`src/rtl/instr_fetch_stage.sv`:
```
// Instruction fetch stage: PC, imem req/ack, instruction register.
// Hands decoded MIPS fields downstream under valid/ready.
module instr_fetch_stage #(
  parameter int                ADDR_W   = 32,
  parameter logic [ADDR_W-1:0] RESET_PC = '0,
  parameter int                PC_STEP  = 4
) (
  input  logic              clk,
  input  logic              rst,
  output logic              imem_req,
  output logic [ADDR_W-1:0] imem_addr,
  input  logic              imem_ack,
  input  logic [31:0]       imem_rdata,
  input  logic              halt,
  output logic              ins_valid,
  input  logic              ins_ready,
  output logic [5:0]        op,
  output logic [4:0]        rs,
  output logic [4:0]        rt,
  output logic [4:0]        rd,
  output logic [4:0]        shamt,
  output logic [5:0]        funct,
  output logic [15:0]       imm,
  output logic [ADDR_W-1:0] ins_pc,
  output logic              halted,
  output logic [15:0]       ins_count
);

  localparam logic [1:0] S_FETCH  = 2'd0;
  localparam logic [1:0] S_HOLD   = 2'd1;
  localparam logic [1:0] S_HALTED = 2'd2;

  logic [1:0]        state;
  logic [1:0]        state_n;
  logic [ADDR_W-1:0] pc;
  logic [31:0]       ir;
  logic              take;
  logic              give;

  // req only ever rises in FETCH, so ack outside a request is ignored
  assign take = imem_req & imem_ack;
  assign give = ins_valid & ins_ready;

  always_comb begin
    state_n = state;
    unique case (1'b1)
      state == S_FETCH: if (take) state_n = S_HOLD;
      state == S_HOLD:
        if (give) state_n = halt ? S_HALTED : S_FETCH;
      default: state_n = S_HALTED;
    endcase
  end

  // handshake outputs are registered off the next state
  always_ff @(posedge clk) begin
    if (rst) begin
      state     <= S_FETCH;
      pc        <= RESET_PC;
      ir        <= '0;
      ins_pc    <= '0;
      imem_req  <= 1'b0;
      ins_valid <= 1'b0;
      halted    <= 1'b0;
      ins_count <= '0;
    end else begin
      state     <= state_n;
      imem_req  <= state_n == S_FETCH;
      ins_valid <= state_n == S_HOLD;
      halted    <= state_n == S_HALTED;
      if (take) begin
        ir     <= imem_rdata;
        ins_pc <= pc;
        pc     <= pc + ADDR_W'(PC_STEP);
      end
      if (give) ins_count <= ins_count + 16'd1;
    end
  end

  assign imem_addr = pc;
  assign op        = ir[31:26];
  assign rs        = ir[25:21];
  assign rt        = ir[20:16];
  assign rd        = ir[15:11];
  assign shamt     = ir[10:6];
  assign funct     = ir[5:0];
  assign imm       = ir[15:0];

endmodule

```
`config.mk`:
```
export PLATFORM = sky130hd
export DESIGN_NAME = instr_fetch_stage
export DESIGN_NICKNAME = d
export VERILOG_FILES = /design/src/rtl/instr_fetch_stage.sv
export SDC_FILE = /design/constraint.sdc
export NUM_CORES = 1
export LEC_CHECK = 0
export BUFFER_PORTS_ARGS = -buffer_cell sky130_fd_sc_hd__buf_2
export CORE_AREA = 2 2 96 98
export CTS_CLUSTER_SIZE = 8
export DETAILED_ROUTE_END_ITERATION = 10
export DIE_AREA = 0 0 98 100
export GPL_ROUTABILITY_DRIVEN = 0
export HOLD_SLACK_MARGIN = 0.02
export PLACE_DENSITY = 0.83
export SYNTH_ARGS = -nofsm -noshare
export SYNTH_HDL_FRONTEND = slang
export SYNTH_SLANG_ARGS = --single-unit
```
`constraint.sdc`:
```
create_clock -name clk -period 3.35 [get_ports clk]
set_input_delay 0.67 -clock clk [delete_from_list [all_inputs] [get_ports clk]]
set_output_delay 0.67 -clock clk [all_outputs]
set_load 0.05 [all_outputs]
```
==> results.sh <==
export IMPL_die_w_um=98
export IMPL_cp_top_family="simple AND/OR/NAND/NOR gates"
export IMPL_cp_slowest_cell="or4_1"
export IMPL_synth_seq_cells=113
export IMPL_wl_per_cell_um=13.9
export IMPL_hold_viol=0
export IMPL_grt_start_max_net_pins=69
export IMPL_grt_overflow=0
export IMPL_cts_buffers=17
export IMPL_synth_area_mm2=0.00452
export IMPL_worstMarginPinSlew_ns=0.686
export IMPL_core_area_mm2=0.00889
export IMPL_fin_tns_setup_ns=0
export IMPL_cts_tree="built"
export IMPL_cp_end_kind="flop"
export IMPL_cts_setup_buffers=0
export IMPL_critPathRequiredTime_ns=3.75
export IMPL_rsz0062_at_grt="no"
export IMPL_cts_resized=0
export IMPL_crit_type="reg2reg"
export IMPL_drtIter0Drc=182
export IMPL_wirelength_mm=11.2
export IMPL_fmax_ghz=0.437
export IMPL_vdd_drop_max_uv=428
export IMPL_synth_area_per_cell_um2=8.25
export IMPL_grt_pass1_wl_mm=17.9
export IMPL_finalCritPeriodShare=0.684
export IMPL_setup_viol=0
export IMPL_powerDensity_mw_per_mm2=586
export IMPL_route_antenna_remaining_nets=0
export IMPL_die_h_um=100
export IMPL_path_cells="ha_1 -> nand3_1 -> or4_1 -> nor4_1 -> mux2_2"
export IMPL_track_usage=0.224
export IMPL_hold_buffers=0
export IMPL_yosys_warnings=0
export IMPL_worstSkewPairLatency_ns=0.51
export IMPL_hp_class="in2reg"
export IMPL_drive_gt1_frac=0.302
export IMPL_crit_path_max_incr_delay_ns=0.66
export IMPL_status="finished, final reports clean"
export IMPL_power_leakage_nw=2.51
export IMPL_final_common_cell="buf_2"
export IMPL_start_util=0.509
export IMPL_final_cell_mix="162 x buf_2, 139 x nand2_1, 113 x dfxtp_1, 85 x a21oi_1, 29 x nor2_1"
export IMPL_whs_ns=0.397
export IMPL_crit_buf_inv=0
export IMPL_slew_violations=0
export IMPL_grt_pass1_vias=3790
export IMPL_port_buffers=163
export IMPL_arrival_ns=2.69
export IMPL_pin_count=168
export IMPL_synth_cells=548
export IMPL_hpwl_mm=7.43
export IMPL_clock_path_buffers=2
export IMPL_htree_levels=4
export IMPL_num_antenna_cells=0
export IMPL_finClkSkew_ns=0.00921
export IMPL_firstDrtPassIters=4
export IMPL_ys_types=32
export IMPL_viasPerCell=5.23
export IMPL_rows=35
export IMPL_root_buffer="clkbuf_8"
export IMPL_slew_headroom=0.542
export IMPL_cp_max_fo=16
export IMPL_dr_total_vias=4233
export IMPL_maxCapViolations=0
export IMPL_fin_nets=724
export IMPL_numClockSinks=113
export IMPL_startpoint_type="flop"
export IMPL_yosysSeqAreaShare=0.500
export IMPL_floorplan_die_area_mm2=0.00980
export IMPL_antenna_found_initial=0
export IMPL_area_growth_pct=28.7
export IMPL_path_clk_slew_ns=0.06
export IMPL_fin_crit_ns=2.29
export IMPL_drc=0
==> registers in the layout, summed over array words and instances, names as in the netlist <==
signal	cells
imem_req	1
halted	1
ins_count	16
state	2
ir	32
ins_valid	1
imem_addr	30
ins_pc	30
==> where the power goes <==
group	switching, mW	internal (mW)
Combinational	0.216	0.0597
Clock	0.629	1.12
Sequential	0.0185	1.37
==> cell type report <==
class | instances | area, um2
fill | 758 | 3070
clock inverter | 12 | 134
tap | 111 | 139
timing repair buffer | 169 | 863
sequential | 113 | 2260
inverter | 9 | 33.8
clock buffer | 20 | 455
multi-input combinational | 375 | 1930
==> cells in the mapped netlist, drive strengths merged <==
master / instances / area [um2]
conb: 1 / 3.75
o31ai: 12 / 90.1
o21ai: 7 / 35.0
nor2b: 3 / 18.8
and2: 2 / 12.5
a21oi: 85 / 425
clkbuf: 27 / 111
and3: 3 / 18.8
or3: 8 / 50.1
mux2: 4 / 45.0
inv: 9 / 33.8
buf: 27 / 198
nand3: 14 / 75.1
nand4: 11 / 81.3
and4: 4 / 35.0
xnor2: 7 / 61.3
nor3: 4 / 20.0
nor3b: 1 / 7.51
nor4: 6 / 37.5
dfxtp: 113 / 2260
ha: 2 / 25.0
xor2: 14 / 123
nand2: 140 / 526
or4: 15 / 116
nor2: 29 / 109
==> per-layer routing <==
layer / vias to the layer above / share of wire / GRT usage
li1: 2105 / - / -
met1: 1949 / 0.43 / 0.278
met2: 166 / 0.49 / 0.373
met3: 13 / 0.070 / 0.0522
met4: 0 / 0.012 / 0.0994
met5: - / 0 / 0
==> metrics by stage <==
step                      cell area, um2   util  cells  worst slack [ns]  power (mW)
after floorplan                     4530      -    551             0.958        1.63
after global placement              5230  0.588    777             0.940        1.69
after detailed placement            5230  0.588    777             0.878        1.69
after CTS                           5820  0.654    809              1.05        3.43
after global routing                5820  0.654    809             0.883        3.51
final                               5820  0.654    809              1.06        3.41
==> tightest hold or removal path: cells and delay by family <==
family | cells | cell delay (ns)
buffers and inverters | 1 | 0.09
AOI/OAI and AO/OA | 1 | 0.05
and+or+nand+nor | 1 | 0.04
==> worst paths after layout <==
kind                                      from       endpoint  slack (ns)  cells after the start
worst max-delay path              imem_addr[3]  imem_addr[22]        1.06                      5
worst min-delay path            imem_rdata[22]         ir[22]        0.40                      3
worst max register to register    imem_addr[3]  imem_addr[22]        1.06                      5
worst min register to register          ir[31]         ir[31]        0.45                      2
==> cells by family after synthesis <==
group,share of synthesized area
fa+ha+maj,0.00553
buf+inv,0.0758
xor+xnor,0.0407
simple gates,0.245
flops,0.500
other cells,0.000830
mux,0.00996
compound gates,0.122
Note: power is estimated with default switching activity, not from simulation.
